File: src/rtl/dp_pkg.sv
// Package: dp_pkg
// Shared declarations for the dp_mux_pipe datapath source multiplexer.
//   state_t   : skid buffer occupancy states (EMPTY, ONE, TWO)
//   lane_lsb  : bit offset of a lane inside a packed multi-lane bus
package dp_pkg;

  typedef enum logic [1:0] {
    ST_EMPTY = 2'd0,  // nothing held
    ST_ONE   = 2'd1,  // main register valid
    ST_TWO   = 2'd2   // main and skid registers valid
  } state_t;

  // Lane k of a packed bus occupies bits [k*width +: width].
  function automatic int lane_lsb(input int lane, input int width);
    return lane * width;
  endfunction

endpackage

File: src/rtl/dp_mux_pipe_if.sv
// Interface: dp_mux_pipe_if
// Bundles the select/data/handshake signals of dp_mux_pipe.
//   sel       lane select, sampled only on accept
//   in_data   NUM_IN packed lanes of WIDTH bits
//   in_valid / in_ready    upstream handshake (accept = in_valid & in_ready)
//   out_data / out_valid / out_ready  downstream handshake (pop = out_valid & out_ready)
//   state     buffer occupancy, exported for observation
// Handshake rule on both sides: a word moves on a rising edge where valid and
// ready are both 1; the producer holds data stable while valid=1 and ready=0.
// Modports: master = the environment (upstream source + downstream sink),
//           slave  = the dp_mux_pipe block.
interface dp_mux_pipe_if #(
  parameter int WIDTH  = 8,
  parameter int NUM_IN = 4
);
  import dp_pkg::*;

  localparam int SEL_W = $clog2(NUM_IN);

  logic [SEL_W-1:0]        sel;
  logic [NUM_IN*WIDTH-1:0] in_data;
  logic                    in_valid;
  logic                    in_ready;
  logic [WIDTH-1:0]        out_data;
  logic                    out_valid;
  logic                    out_ready;
  state_t                  state;

  modport master (
    output sel, in_data, in_valid, out_ready,
    input  in_ready, out_data, out_valid, state
  );

  modport slave (
    input  sel, in_data, in_valid, out_ready,
    output in_ready, out_data, out_valid, state
  );

endinterface

File: src/rtl/dp_skid_buf.sv
// Module: dp_skid_buf
// Two-entry valid/ready skid buffer with registered in_ready and out_valid.
// Ports:
//   clk, rst_n    clock, asynchronous active-low reset
//   push          producer offers push_data (qualified internally by in_ready)
//   push_data     word to enqueue
//   out_ready     consumer takes the head word
//   in_ready      registered: 1 unless both entries will be full
//   out_valid     registered: head word present
//   out_data      registered head word (main register)
//   state         occupancy state
module dp_skid_buf
  import dp_pkg::*;
#(
  parameter int WIDTH = 8
) (
  input  logic             clk,
  input  logic             rst_n,
  input  logic             push,
  input  logic [WIDTH-1:0] push_data,
  input  logic             out_ready,
  output logic             in_ready,
  output logic             out_valid,
  output logic [WIDTH-1:0] out_data,
  output state_t           state
);

  logic [WIDTH-1:0] skid_q;
  logic             acc;
  logic             pop;

  assign acc = push & in_ready;
  assign pop = out_valid & out_ready;

  // in_ready and out_valid are written alongside each state transition so they
  // always equal (state != ST_TWO) and (state != ST_EMPTY) without any
  // combinational path from the handshake inputs.
  always_ff @(posedge clk or negedge rst_n) begin
    if (!rst_n) begin
      state     <= ST_EMPTY;
      out_data  <= '0;
      skid_q    <= '0;
      out_valid <= 1'b0;
      in_ready  <= 1'b1;
    end else begin
      case (state)
        ST_EMPTY: begin
          if (acc) begin
            out_data  <= push_data;
            out_valid <= 1'b1;
            in_ready  <= 1'b1;
            state     <= ST_ONE;
          end
        end
        ST_ONE: begin
          if (acc && !pop) begin
            // Head is stalled: park the new word behind it.
            skid_q   <= push_data;
            in_ready <= 1'b0;
            state    <= ST_TWO;
          end else if (acc && pop) begin
            out_data <= push_data;
          end else if (pop) begin
            out_valid <= 1'b0;
            state     <= ST_EMPTY;
          end
        end
        ST_TWO: begin
          if (pop) begin
            out_data <= skid_q;
            skid_q   <= '0;
            in_ready <= 1'b1;
            state    <= ST_ONE;
          end
        end
        default: begin
          out_valid <= 1'b0;
          in_ready  <= 1'b1;
          state     <= ST_EMPTY;
        end
      endcase
    end
  end

endmodule

File: src/rtl/dp_mux_pipe.sv
// Module: dp_mux_pipe
// Selects one of NUM_IN lanes of WIDTH bits and delivers it through a 2-entry
// skid buffer (one-cycle latency, independent upstream/downstream stalls).
// Parameters: WIDTH (lane width), NUM_IN (>= 2, any value); SEL_W derived.
// Ports:
//   clk, rst_n     clock, asynchronous active-low reset
//   bus            dp_mux_pipe_if.slave: sel, in_data, in_valid, in_ready,
//                  out_data, out_valid, out_ready, state
//   sel_err        sticky out-of-range select flag
//   sel_err_clr    synchronous clear of sel_err (set has priority)
// Build option DP_MUX_SELERR_EN:
//   defined   - an accepted word with sel >= NUM_IN is dropped and sel_err set
//   undefined - such a word is enqueued as all zeros; sel_err is tied 0
module dp_mux_pipe
  import dp_pkg::*;
#(
  parameter int WIDTH  = 8,
  parameter int NUM_IN = 4
) (
  input  logic            clk,
  input  logic            rst_n,
  dp_mux_pipe_if.slave    bus,
  output logic            sel_err,
  input  logic            sel_err_clr
);

  localparam int SEL_W = $clog2(NUM_IN);

  logic [SEL_W-1:0] sel_w;
  logic [WIDTH-1:0] lane_word;
  logic             sel_ok;
  logic             push;
  logic             in_ready_w;
  logic             out_valid_w;
  logic [WIDTH-1:0] out_data_w;
  state_t           state_w;

  assign sel_w = bus.sel;

  // Out-of-range selects match no lane, leaving lane_word at zero.
  always_comb begin
    lane_word = '0;
    sel_ok    = 1'b0;
    for (int k = 0; k < NUM_IN; k++) begin
      if (int'(sel_w) == k) begin
        lane_word = bus.in_data[lane_lsb(k, WIDTH) +: WIDTH];
        sel_ok    = 1'b1;
      end
    end
  end

`ifdef DP_MUX_SELERR_EN
  logic accept;

  assign accept = bus.in_valid & in_ready_w;
  // The handshake is still honoured for a bad select; only the enqueue is gated.
  assign push   = bus.in_valid & sel_ok;

  always_ff @(posedge clk or negedge rst_n) begin
    if (!rst_n) begin
      sel_err <= 1'b0;
    end else if (accept && !sel_ok) begin
      sel_err <= 1'b1;
    end else if (sel_err_clr) begin
      sel_err <= 1'b0;
    end
  end
`else
  logic unused_sel_err_clr;

  assign push               = bus.in_valid;
  assign sel_err            = 1'b0;
  assign unused_sel_err_clr = sel_err_clr | sel_ok;
`endif

  dp_skid_buf #(
    .WIDTH (WIDTH)
  ) u_skid (
    .clk       (clk),
    .rst_n     (rst_n),
    .push      (push),
    .push_data (lane_word),
    .out_ready (bus.out_ready),
    .in_ready  (in_ready_w),
    .out_valid (out_valid_w),
    .out_data  (out_data_w),
    .state     (state_w)
  );

  assign bus.in_ready  = in_ready_w;
  assign bus.out_valid = out_valid_w;
  assign bus.out_data  = out_data_w;
  assign bus.state     = state_w;

endmodule
File: src/flat_wrapper.sv
// flat-port wrapper written by rule: the top's interface ports become plain ports
module dp_mux_pipe_flat import dp_pkg::*;
#(
  parameter int WIDTH  = 8,
  parameter int NUM_IN = 4
)
  (clk, rst_n, sel_err, sel_err_clr, bus_sel, bus_in_data, bus_in_valid, bus_out_ready, bus_in_ready, bus_out_data, bus_out_valid, bus_state);
  dp_mux_pipe_if #(.WIDTH(WIDTH), .NUM_IN(NUM_IN)) bus_i ();
  input  logic clk;
  input  logic rst_n;
  output logic sel_err;
  input  logic sel_err_clr;
  input wire logic [$bits(bus_i.sel)-1:0] bus_sel;
  input wire logic [$bits(bus_i.in_data)-1:0] bus_in_data;
  input wire logic [$bits(bus_i.in_valid)-1:0] bus_in_valid;
  input wire logic [$bits(bus_i.out_ready)-1:0] bus_out_ready;
  output wire logic [$bits(bus_i.in_ready)-1:0] bus_in_ready;
  output wire logic [$bits(bus_i.out_data)-1:0] bus_out_data;
  output wire logic [$bits(bus_i.out_valid)-1:0] bus_out_valid;
  output wire logic [$bits(bus_i.state)-1:0] bus_state;
  assign bus_i.sel = bus_sel;
  assign bus_i.in_data = bus_in_data;
  assign bus_i.in_valid = bus_in_valid;
  assign bus_i.out_ready = bus_out_ready;
  assign bus_in_ready = bus_i.in_ready;
  assign bus_out_data = bus_i.out_data;
  assign bus_out_valid = bus_i.out_valid;
  assign bus_state = bus_i.state;
  dp_mux_pipe #(.WIDTH(WIDTH), .NUM_IN(NUM_IN)) u_core (.clk(clk), .rst_n(rst_n), .bus(bus_i), .sel_err(sel_err), .sel_err_clr(sel_err_clr));
endmodule
File: config.mk
export PLATFORM = sky130hd
export DESIGN_NAME = dp_mux_pipe_flat
export DESIGN_NICKNAME = d
export VERILOG_FILES = /design/src/rtl/dp_pkg.sv /design/src/rtl/dp_mux_pipe_if.sv /design/src/rtl/dp_skid_buf.sv /design/src/rtl/dp_mux_pipe.sv /design/src/flat_wrapper.sv
export SDC_FILE = /design/constraint.sdc
export NUM_CORES = 1
export LEC_CHECK = 0
export BUFFER_PORTS_ARGS = -buffer_cell sky130_fd_sc_hd__buf_2
export CORE_ASPECT_RATIO = 1.4
export CORE_MARGIN = 3
export CORE_UTILIZATION = 45
export CTS_BUF_LIST = sky130_fd_sc_hd__clkbuf_2
export CTS_CLUSTER_SIZE = 28
export DETAILED_ROUTE_END_ITERATION = 16
export PLACE_DENSITY = 0.82
export RECOVER_POWER = 50
export SYNTH_ARGS = -nofsm -noshare
export SYNTH_HDL_FRONTEND = slang
export SYNTH_HIERARCHICAL = 1
export SYNTH_SLANG_ARGS = --single-unit
File: constraint.sdc
create_clock -name clk -period 2.1 [get_ports clk]
set_input_delay 0 -clock clk [delete_from_list [all_inputs] [get_ports clk]]
set_output_delay 0 -clock clk [all_outputs]
set_load 0.05 [all_outputs]
After elaboration in Yosys (flattened, before gate mapping)
Index checks and enable logic that the tools add are counted.
W data, S select, Z words.
{"block": "totals", "regBits": 20, "latchBits": 0, "mem_bits_rw": 0, "romBits": 0, "inputBits": 39, "output_inout_bits": 13, "elab_cells": 60, "n_memories": 0}
{"block": "op_classes", "add_sub_neg": 0, "n_mul": 0, "div": 0, "order_cmp": 0, "eq_ne": 14, "shift": 0, "muxes": 26, "n_bitwise": 3, "n_reduce_logical": 12}
{"operator": "$mux W8", "count": 10}
{"operator": "$pmux W8 S3", "count": 1}
{"operator": "$pmux W8 S2", "count": 1}
{"operator": "$ne A2 B2 Y1 const B", "count": 7}
{"operator": "$mux W2", "count": 5}
{"operator": "$reduce_and A5 Y1", "count": 2}
{"operator": "$eq A2 B2 Y1 const B", "count": 3}
{"operator": "$mux W1", "count": 6}
{"operator": "$ne A3 B3 Y1 const B", "count": 2}
{"operator": "$pmux W1 S3", "count": 2}
{"operator": "$pmux W2 S3", "count": 1}
{"operator": "$reduce_and A3 Y1", "count": 2}
{"operator": "$eq A2 B1 Y1 const B", "count": 2}
{"operator": "$logic_not A2 Y1", "count": 2}
{"operator": "$reduce_and A4 Y1", "count": 1}
{"operator": "$reduce_bool A3 Y1", "count": 1}
{"operator": "$and A1 B1 Y1", "count": 2}
{"operator": "$logic_and A1 B1 Y1", "count": 2}
{"operator": "$reduce_bool A2 Y1", "count": 1}
{"operator": "$logic_not A1 Y1", "count": 1}
{"operator": "$not A1 Y1", "count": 1}

Longest topological paths before layout
Gate-level depths: netlist of the first run.
{"block": "logic_depth", "depth_word": 8, "mapped_depth": 5, "depth_no_buf": 3}

Cells and area by module
The synthesis of the first run kept the hierarchy.
{"mod": "dp_skid_buf", "n_inst": 1, "cells_per_inst": 67, "area_each_um2": 925.9, "seq_area_each_um2": 501.7}
{"mod": "dp_mux_pipe", "n_inst": 1, "cells_per_inst": 12, "area_each_um2": 207.7, "seq_area_each_um2": 0.0}

Least setup slack after synthesis of the first run
No wires, ideal clock.
{"block": "synth_timing", "path_kind": "register to register", "startpoint": "reg u_core.u_skid.state[1]", "endpoint": "reg u_core.u_skid.out_data[0]", "setup_time_ns": 0.125, "arrival_ns": 1.802, "required_time_ns": 1.975, "path_slack_ns": 0.173, "stages_incl_launch_ff": 6, "path_buffers": 2, "period_less_slack_ns": 1.927, "cell_sequence": "dfrtp_1 -> buf_2 -> nor2b_1 -> buf_2 -> mux2_2 -> mux2_2"}
{"block": "synth_via", "elab_chain_len": 3, "elab_cells_between_ends": 10, "classes_between": "eq/ne: 6; mux: 1; reduce/logical: 3"}
{"item": "start, declared", "line_no": "dp_skid_buf.sv:25", "text": "output state_t state"}
{"item": "start signal, assigned", "line_no": "dp_skid_buf.sv:40", "text": "state <= ST_EMPTY;"}
{"item": "start signal, assigned", "line_no": "dp_skid_buf.sv:52", "text": "state <= ST_ONE;"}
{"item": "start signal, assigned", "line_no": "dp_skid_buf.sv:60", "text": "state <= ST_TWO;"}
{"item": "$eq A2 B1 Y1 (tied with other cells)", "line_no": "dp_skid_buf.sv:46", "text": "case (state)"}
{"item": "$ne A2 B2 Y1 (no line) / $reduce_bool A3 Y1 (equally long branches)"}
{"item": "$reduce_and A5 Y1 (no line)"}
{"item": "end signal, assigned", "line_no": "dp_skid_buf.sv:49", "text": "out_data <= push_data;"}
{"item": "end signal, assigned", "line_no": "dp_skid_buf.sv:62", "text": "out_data <= push_data;"}
{"item": "end signal, assigned", "line_no": "dp_skid_buf.sv:70", "text": "out_data <= skid_q;"}
{"item": "end, declared", "line_no": "dp_skid_buf.sv:24", "text": "output logic [WIDTH-1:0] out_data,"}
Parallel ways exist; a longest one is shown, timed or not.
A chain may end at the register's enable or synchronous reset.

Worst setup path in the final report of the first run
{"block": "layout_timing", "startpoint": "reg u_core.u_skid.state[0]", "endpoint": "reg u_core.u_skid.out_data[0]"}
The elaborated chain is that of the path after synthesis.

==> flow_summary_export.csv, run 1 <==
group,metric,value,unit
routing,vias,874,
clock_tree,cts_setup_buffers,0,
min_path,hold_class,"primary input to register",
yosys,synth_area_leaders,"dfrtp_1, mux4_2, mux2_2, a22o_1, o32ai_4",
timing,finalSetupTns,0,ns
timing,max_slew_margin,0.295,
power,p_leak,0.726,nW
grt,grt-ovfl-total,0,
worst_setup_path,end_kind,"register",
finish,fillerInstances,183,
routing,wl_per_cell,14.5,µm
yosys,syn_nets,118,
floorplanning,die_w,48.4,µm
routing,dr.pass1.iters,4,
placement,hpwl,1900,µm
clock_tree,cts_root_buf,"clkbuf_2",
floorplanning,die-area,3170,µm²
timing,hold_slack,0.126,ns
clock_tree,numCtsBuffers,3,
worst_setup_path,critical_path_arrival,1.91,ns
timing,period_share,0.810,
finish,n_antenna_cell,0,
finish,instances_no_fill,163,
placement,dpl.cell_count,156,
grt,grt_pass1_wl,4130,µm
timing,rsz0062_at_grt,"no",
timing,fmax,588,MHz
floorplanning,io-pin-count,52,
power,ir_drop,0.000362,V
floorplanning,fp.dieH,65.4,µm
placement,globalplace.congestion,0.814,
clock_tree,clk_latency,0.32,ns
grt,grt_max_degree,21,
floorplanning,rows,20,
worst_setup_path,path_max_fanout,8,
yosys,avgSynthCellArea,14.3,µm²
floorplanning,initial_utilization,0.498,
yosys,ys_seq_elements,20,
yosys,post-synth-top-area-cell,"dfrtp_1",
finish,drive_gt1_frac,0.562,
yosys,async_flop_share,1.00,
finish,final_cell_mix,"buf_2, dfrtp_1, mux2_2, mux4_2, a22o_1",
finish,area_growth_syn_to_layout,28.4,%
run_status,outcome,"finished clean",
floorplanning,core_area,2280,µm²
timing,drv_slew,0,
timing,period_minus_slack,1.70,ns
finish,multi_input_area,589,µm²
finish,nNetsFinal,170,
clock_tree,cts_tree,"yes",
yosys,ys_seq_area_frac,0.443,
yosys,synth_top_area_frac,0.419,
power,power_density,530,nW/µm²
yosys,synth_cell_types,29,
yosys,ys.flop_type,"dfrtp_1",
yosys,ys_warn_count,6,
clock_tree,cts_buffer_depth,2,
worst_setup_path,cp-start-kind,"register",
finish,regArea,502,µm²
routing,routed_via_density,5.36,
clock_tree,clock-sinks,20,
placement,numPortBuffers,49,
grt,grtUsageTotal,0.170,
worst_setup_path,cp.required,2.31,ns
finish,final_common_cell,"buf_2",
timing,hold_viol_final,0,
grt,antenna_found_initial,0,
routing,drc,0,
yosys,synth_cells,79,
yosys,synth_edf_count,0,
routing,postRouteAntennaNets,0,
flow_run,maxCapViolations,0,
timing,max_slew.worst_pin.slew,1.06,ns
grt,grt_pass1_vias,937,
yosys,synth_area,1130,µm²
routing,first_iter_violations,10,
worst_setup_path,critPathKind,"register to register",
clock_tree,cts_max_level,1,
routing,routed_wl,2370,µm
timing,finClkSkew,0.0220,ns
timing,setup_viol,0,
clock_tree,clkSlewWorstSetupHoldPaths,0.20,ns
==> kinds of logic (layout without fill, tap and decap cells) <==
| logic type | Yosys count | count (layout) | synth area share |
|---|---|---|---|
| flip-flops | 20 | 20 | 0.443 |
| multiplexers | 25 | 25 | 0.327 |
| other | 1 | 1 | 0.00331 |
| AND/OR/NAND/NOR | 8 | 8 | 0.0386 |
| buffers and inverters | 7 | 58 | 0.0375 |
| AO/OA/AOI/OAI | 18 | 18 | 0.151 |
==> what timing repair did <==
action / CTS / global route
resized for setup: 0 / 0
hold endpoints to repair: 21 / 2
hold buffers: 2 / 1
==> path summary, 6_finish.rpt <==
path	startpoint	to	slack (ns)	cells after the start
worst max-delay path	u_core/u_skid/state[0]	u_core/u_skid/out_data[0]	0.40	3
worst min-delay path	bus_in_data[4]	u_core/u_skid/skid_q[4]	0.13	3
worst max register to register	u_core/u_skid/state[0]	u_core/u_skid/out_data[0]	0.40	3
worst min register to register	u_core/u_skid/skid_q[6]	u_core/u_skid/skid_q[6]	0.52	1
max in group asynchronous	rst_n	u_core/u_skid/state[0]	1.09	2
min in group asynchronous	rst_n	u_core/u_skid/skid_q[3]	0.36	2
==> cells in the mapped netlist, types with 2 or more instances <==
cell type  instances
dfrtp_1           19
mux2_2            14
a22o_1             8
mux4_2             8
buf_2              3
and2_1             2
mux2_1             2
nand2_1            2
==> per-stage QoR <==
step / power, mW / util / worst slack, ns / instance area [µm²]
after global routing: 0.814 / 0.639 / 0.286 / 1460
after global placement: 0.491 / 0.610 / 0.411 / 1390
after CTS: 0.778 / 0.638 / 0.381 / 1450
after detailed placement: 0.495 / 0.610 / 0.404 / 1390
final: 0.772 / 0.639 / 0.400 / 1460
after floorplan: 0.451 / - / 0.173 / 1130
==> where the power goes <==
part / leakage, nW / internal, mW / switching, mW
Clock: 0.0266 / 0.164 / 0.117
Combinational: 0.428 / 0.0631 / 0.0413
Sequential: 0.271 / 0.386 / 0.000000000203
==> metal layers <==
layer	wire (µm)	track usage
met5	0	0
met4	23	0.0854
met3	204	0.0249
met2	1220	0.298
met1	925	0.204
==> final cells by class <==
class,count,share of cell area
clock buffer,3,0.0103
clock inverter,1,0.0206
inverter,1,0.00258
multi-input combinational,52,0.405
sequential,20,0.345
tap,33,0.0284
timing repair buffer,53,0.188
==> worst max-delay path, stage by stage (launching register included) <==
cell	delay, ns
dfrtp_1	0.50
a21boi_2	0.24
o32ai_4	0.49
mux2_2	0.39
==> flip-flops by register name (all words and copies together) (netlist names) <==
register	count
u_core/u_skid/out_valid	1
u_core/u_skid/state	2
u_core/u_skid/in_ready	1
u_core/u_skid/out_data	8
u_core/u_skid/skid_q	8
Note: power is estimated with default switching activity, not from simulation.
==> inputs of run 2 (changes only) <==
Clock period 2.1 ns to 1.7 ns, I/O delays scaled along.
==> run 2 against run 1 <==
Final area grew 2.1%. Non-clock buffer count is 2 higher. Final cell count is 1.2% higher. Flip-flop and latch count is the same. Global-route usage rose by 0.11 points. Clock skew fell by 0.0050 ns. Total power grew 24%. Routed wire length grew 4.7%. Clock-buffer cell count is the same. Worst hold slack got worse by 0.074 ns. Register-to-register slack lost 0.35 ns. Combinational power rose by 26%. Highest routed layer unchanged.
==> flow_summary_export.csv, run 2 (synthesized netlist as in run 1, its figures left out) <==
group,metric,value,unit
floorplanning,rows,20,
clock_tree,cts_buffer_depth,2,
timing,finalSetupTns,0,ns
grt,grt_pass1_wl,4110,µm
floorplanning,core_area,2280,µm²
min_path,holdPathEnd,"u_core/u_skid/in_ready",
worst_setup_path,cp-start-kind,"register",
clock_tree,cts_max_level,1,
clock_tree,cts_tree,"yes",
power,ir_drop,0.000637,V
routing,routed_via_density,5.41,
timing,drv_slew,0,
clock_tree,clkSlewWorstSetupHoldPaths,0.17,ns
timing,max_slew.worst_pin.slew,1.06,ns
clock_tree,cts-hold-fix-buffers,2,
power,p_leak,0.758,nW
placement,globalplace.congestion,0.784,
timing,period_share,0.969,
routing,vias,893,
worst_setup_path,critical_path_arrival,1.87,ns
worst_setup_path,max_stage_delay,0.68,ns
worst_setup_path,crit_family,"flip-flops",
finish,reg.largest.list,"u_core/u_skid/out_data (8), u_core/u_skid/skid_q (8), u_core/u_skid/state (2)",
worst_setup_path,r2r_slack,0.05,ns
timing,fin_ws,0.0531,ns
worst_setup_path,r2r-end,"u_core/u_skid/out_data[4]",
worst_setup_path,r2r_start,"u_core/u_skid/in_ready",
grt,antenna_found_initial,0,
floorplanning,io-pin-count,52,
min_path,hold_class,"primary input to register",
timing,max_slew_margin,0.294,
power,power_density,644,nW/µm²
worst_setup_path,critPathKind,"register to register",
worst_setup_path,critPathSlowestCell,"dfstp_4",
grt,grt-ovfl-total,0,
worst_setup_path,path_cells,"nand2_4 > o32ai_4 > buf_4 > mux2_2",
grt,grt_pass1_vias,914,
timing,period_minus_slack,1.65,ns
clock_tree,cts_resized,0,
worst_setup_path,path_buf_inv,1,
finish,final_common_cell,"buf_2",
clock_tree,cts_root_buf,"clkbuf_2",
run_status,outcome,"finished clean",
timing,finClkSkew,0.0170,ns
finish,nNetsFinal,172,
placement,numPortBuffers,49,
min_path,worstHoldPathCells,3,
clock_tree,numCtsBuffers,3,
timing,setup_viol,0,
finish,n_antenna_cell,0,
floorplanning,initial_utilization,0.498,
routing,wl_per_cell,15.0,µm
finish,final_cell_mix,"buf_2, dfrtp_1, mux2_2, mux4_2, a22o_1",
finish,instances_no_fill,165,
grt,grtUsageTotal,0.171,
timing,hold_viol_final,0,
clock_tree,clk_latency,0.32,ns
routing,postRouteAntennaNets,0,
finish,fillerInstances,180,
floorplanning,die-area,3170,µm²
finish,drive_gt1_frac,0.629,
routing,dr.pass1.iters,4,
finish,area_growth_syn_to_layout,31.1,%
min_path,min-delay-start,"bus_in_valid",
worst_setup_path,r2r.worst_path.cells,4,
clock_tree,cts_setup_buffers,0,
routing,routed_wl,2480,µm
placement,hpwl,2020,µm
timing,rsz0062_at_grt,"no",
routing,first_iter_violations,15,
routing,drc,0,
placement,dpl.cell_count,159,
clock_tree,clock-sinks,20,
timing,fmax,607,MHz
worst_setup_path,cp.required,1.92,ns
worst_setup_path,path_max_fanout,5,
floorplanning,fp.dieH,65.4,µm
grt,grt_max_degree,21,
flow_run,maxCapViolations,0,
worst_setup_path,end_kind,"register",
power,power.total,0.957,mW
placement,pre_cts_ws,0.0444,ns
floorplanning,die_w,48.4,µm
run 2: cell types whose count changed in the layout (fill, tap and decap cells not counted):
cell and delta:
dlygate4sd3_1 -1, dfstp_2 -1, dfrtp_1 -3, buf_4 +3
buf_2 +3, dfstp_4 +1, dfrtp_2 +3, nand2_4 +1
clkbuf_1 -3, nand2_1 -1
run 2: cell type report:
type / instances / area [µm²] / area share
repair buffers: 55 / 290 / 0.195
multi-input cells: 52 / 597 / 0.402
flip-flops and latches: 20 / 509 / 0.343
clock inverters: 1 / 30.0 / 0.0202
well taps: 33 / 41.3 / 0.0278
clock buffers: 3 / 15.0 / 0.0101
inverters: 1 / 3.75 / 0.00253
run 2: report_power, final:
part	switching [mW]	internal (mW)	total [mW]	leakage (nW)
Combinational	0.0540	0.0768	0.131	0.463
Clock	0.147	0.203	0.350	0.0266
Sequential	0.000000000259	0.476	0.476	0.268
run 2: how the worst max path moves through the flow:
stage                           start                         to  slack [ns]  depth (start not counted)
6_report       u_core/u_skid/in_ready  u_core/u_skid/out_data[4]        0.05                          4
5_1_grt        u_core/u_skid/in_ready  u_core/u_skid/out_data[4]       0.002                          4
4_1_cts        u_core/u_skid/in_ready  u_core/u_skid/out_data[7]        0.04                          4
3_5_place_dp   u_core/u_skid/in_ready  u_core/u_skid/out_data[3]        0.04                          4
3_3_place_gp   u_core/u_skid/in_ready  u_core/u_skid/out_data[3]        0.09                          4
2_1_floorplan  u_core/u_skid/state[1]  u_core/u_skid/out_data[0]       0.001                          5
run 2: metal layers:
layer | GRT usage | routed length, µm | up-vias | share of wire
met3 | 0.0431 | 224 | 4 | 0.090
met5 | 0 | 0 | - | 0
met4 | 0.0747 | 30 | 0 | 0.012
met2 | 0.324 | 1330 | 48 | 0.54
met1 | 0.177 | 892 | 428 | 0.36
li1 | - | - | 413 | -
run 2: per-stage QoR:
| stage | utilization | cell area (µm²) | hold slack (ns) |
|---|---|---|---|
| global placement | 0.626 | 1430 | -0.0362 |
| CTS | 0.655 | 1490 | 0.0269 |
| finish | 0.653 | 1490 | 0.0514 |
| global route | 0.653 | 1490 | 0.0298 |
| detailed placement | 0.626 | 1430 | -0.0321 |
| floorplan | - | 1150 | -0.296 |
run 2: worst reg2reg max path: cells and delay by family, from the launching register on:
kind | cells | cell delay (ns)
AO/OA/AOI/OAI | 1 | 0.30
buffers and inverters | 1 | 0.19
multiplexers | 1 | 0.32
AND/OR/NAND/NOR | 1 | 0.07
flip-flops | 1 | 0.68
==> inputs of run 3 (changes only) <==
Settings changed: PLACE_DENSITY 0.82 to 0.8, SYNTH_HIERARCHICAL 1 to not set.
==> run 3 against run 2 <==
Synthesized cell count rose by 38%. Synthesized area rose by 12%. Critical endpoint is now u_core.u_skid.out_data[5]. Critical path depth did not move. Flip-flop and latch count did not move. Sequential share of layout area fell by 3.3 points. Worst hold slack got worse by 0.011 ns. Via count rose by 18%. Routed wire length rose by 17%. Total power rose by 4.7%. Setup slack improved by 0.074 ns. Maximum frequency rose by 4.7%. Clock-buffer cell count did not move.
==> flow_summary_export.csv, run 3 <==
group,metric,value,unit
yosys,synth_top_area_frac,0.375,
yosys,async_flop_share,1.00,
finish,fillerInstances,231,
floorplanning,core_area,2670,µm²
timing,finalSetupTns,0,ns
yosys,synth_area,1270,µm²
finish,postLayoutCoreUtil,0.608,
timing,hold_viol_final,0,
clock_tree,cts_max_level,1,
grt,grt_pass1_wl,4770,µm
timing,max_slew_margin,0.252,
grt,grt-ovfl-total,0,
routing,routed_via_density,5.30,
power,p_leak,0.826,nW
worst_setup_path,r2r-end,"u_core.u_skid.out_data[5]",
floorplanning,initial_utilization,0.475,
clock_tree,cts_tree,"yes",
grt,grt_pass1_vias,1098,
clock_tree,numCtsBuffers,3,
clock_tree,clkSlewWorstSetupHoldPaths,0.18,ns
worst_setup_path,r2r.worst_path.cells,4,
floorplanning,rows,22,
worst_setup_path,r2r_start,"u_core.u_skid.in_ready",
timing,fmax,636,MHz
worst_setup_path,cp-start-kind,"register",
timing,setup_viol,0,
yosys,synthTopCellsByCount,"dfrtp_1, mux2i_1, nand2_1",
yosys,ys_warn_count,0,
finish,nNetsFinal,202,
yosys,ys_seq_elements,20,
finish,final_common_cell,"buf_2",
finish,n_antenna_cell,0,
worst_setup_path,critPathKind,"register to register",
finish,drive_gt1_frac,0.475,
clock_tree,cts_resized,0,
yosys,synth_cell_types,25,
routing,vias,1050,
yosys,yosysMostFrequentCell,"dfrtp_1",
floorplanning,fp.dieH,68.8,µm
clock_tree,cts_root_buf,"clkbuf_2",
finish,regArea,503,µm²
finish,multi_input_area,711,µm²
routing,postRouteAntennaNets,0,
floorplanning,die_w,50.9,µm
placement,numPortBuffers,49,
power,ir_drop,0.000385,V
worst_setup_path,critical_path_arrival,1.82,ns
placement,hpwl,2210,µm
placement,globalplace.congestion,0.724,
clock_tree,clk_latency,0.36,ns
timing,rsz0062_at_grt,"no",
worst_setup_path,crit_end,"u_core.u_skid.out_data[5]",
routing,first_iter_violations,18,
grt,grt_max_degree,21,
yosys,ys.flop_type,"dfrtp_1",
yosys,ys_seq_area_frac,0.395,
grt,grtUsageTotal,0.182,
min_path,hold_class,"primary input to register",
timing,drv_slew,0,
run_status,outcome,"finished clean",
grt,antenna_found_initial,0,
worst_setup_path,r2r_slack,0.13,ns
routing,dr.pass1.iters,4,
power,power_density,617,nW/µm²
yosys,synth_cells,109,
worst_setup_path,end_kind,"register",
yosys,synth_area_leaders,"dfrtp_1, mux2i_1, mux2_4, mux2_2, o221ai_1",
flow_run,maxCapViolations,0,
routing,drc,0,
timing,finClkSkew,0.0199,ns
yosys,avgSynthCellArea,11.6,µm²
worst_setup_path,cp-startpoint,"u_core.u_skid.in_ready",
worst_setup_path,cp.required,1.95,ns
routing,routed_wl,2910,µm
floorplanning,io-pin-count,52,
yosys,syn_nets,148,
finish,area_growth_syn_to_layout,28.0,%
clock_tree,clock-sinks,20,
yosys,synth_edf_count,0,
yosys,post-synth-top-area-cell,"dfrtp_1",
floorplanning,die-area,3500,µm²
timing,period_minus_slack,1.57,ns
timing,max_slew.worst_pin.slew,1.12,ns
finish,final_cell_mix,"buf_2, dfrtp_1, mux2i_1, nand2_1, mux2_2",
timing,period_share,0.925,
routing,wl_per_cell,14.7,µm
clock_tree,cts_setup_buffers,0,
worst_setup_path,path_max_fanout,8,
clock_tree,cts_buffer_depth,2,
finish,reg.largest.list,"u_core.u_skid.out_data (8), u_core.u_skid.skid_q (8), u_core.u_skid.state (2)",
run 3: cell type report:
| type | count | area share |
|---|---|---|
| Clock inverter | 1 | 0.0185 |
| Tap cell | 36 | 0.0277 |
| Clock buffer | 3 | 0.00924 |
| Multi-Input combinational cell | 82 | 0.438 |
| Sequential cell | 20 | 0.310 |
| Timing Repair Buffer | 56 | 0.197 |
run 3: cell families (layout without fill, tap and decap cells):
| family | Yosys count | in the layout | synth area share |
|---|---|---|---|
| flip-flops | 20 | 20 | 0.395 |
| AO/OA/AOI/OAI | 25 | 25 | 0.159 |
| AND/OR/NAND/NOR | 23 | 23 | 0.0976 |
| buffers and inverters | 7 | 60 | 0.0444 |
| other | 1 | 1 | 0.00296 |
| multiplexers | 33 | 33 | 0.301 |
run 3: per-stage QoR:
stage / setup WS (ns) / power, mW / hold WS [ns] / cell area [µm²] / std cells
finish: 0.127 / 1.00 / 0.0400 / 1620 / 198
global route: 0.0544 / 1.05 / 0.0528 / 1620 / 198
CTS: 0.115 / 1.01 / 0.0300 / 1630 / 198
detailed placement: 0.134 / 0.643 / -0.0215 / 1570 / 192
global placement: 0.169 / 0.635 / -0.0300 / 1570 / 192
floorplan: 0.000530 / 0.576 / -0.296 / 1270 / 109
run 3: power breakdown:
group / leakage, nW / switching (mW) / internal (mW)
clock: 0.0266 / 0.163 / 0.203
combinational: 0.525 / 0.0786 / 0.0808
sequential: 0.274 / 0 / 0.477
total: 0.826 / 0.242 / 0.760
run 3: critical path: stages, from the launching register on:
cell and delay (ns):
dfstp_2 0.62, nand3b_4 0.11, a21oi_1 0.17, o21bai_4 0.25, mux2_4 0.33
run 3: layer usage:
metal,wire length [µm],GRT usage,vias up
met5,0,0,-
met4,68,0.104,0
met3,131,0.0215,5
met2,1590,0.345,31
met1,1120,0.195,495
li1,-,-,519
run 3: how the worst min path moves through the flow:
stage                      start                   endpoint  slack (ns)  cells past startpoint
CTS                 bus_in_valid     u_core.u_skid.in_ready        0.03                      4
detailed placement         rst_n  u_core.u_skid.out_data[4]       -0.02                      1
global route        bus_in_valid     u_core.u_skid.in_ready        0.05                      4
finish              bus_in_valid     u_core.u_skid.in_ready        0.04                      4
global placement           rst_n    u_core.u_skid.skid_q[4]       -0.03                      1
floorplan                  rst_n  u_core.u_skid.out_data[0]       -0.30                      0
run 3: what timing repair did:
item / 4_1_cts / 5_1_grt
endpoints found under the setup margin: 0 / 0
endpoints found under the hold margin: 22 / 0
hold buffers: 2 / 0
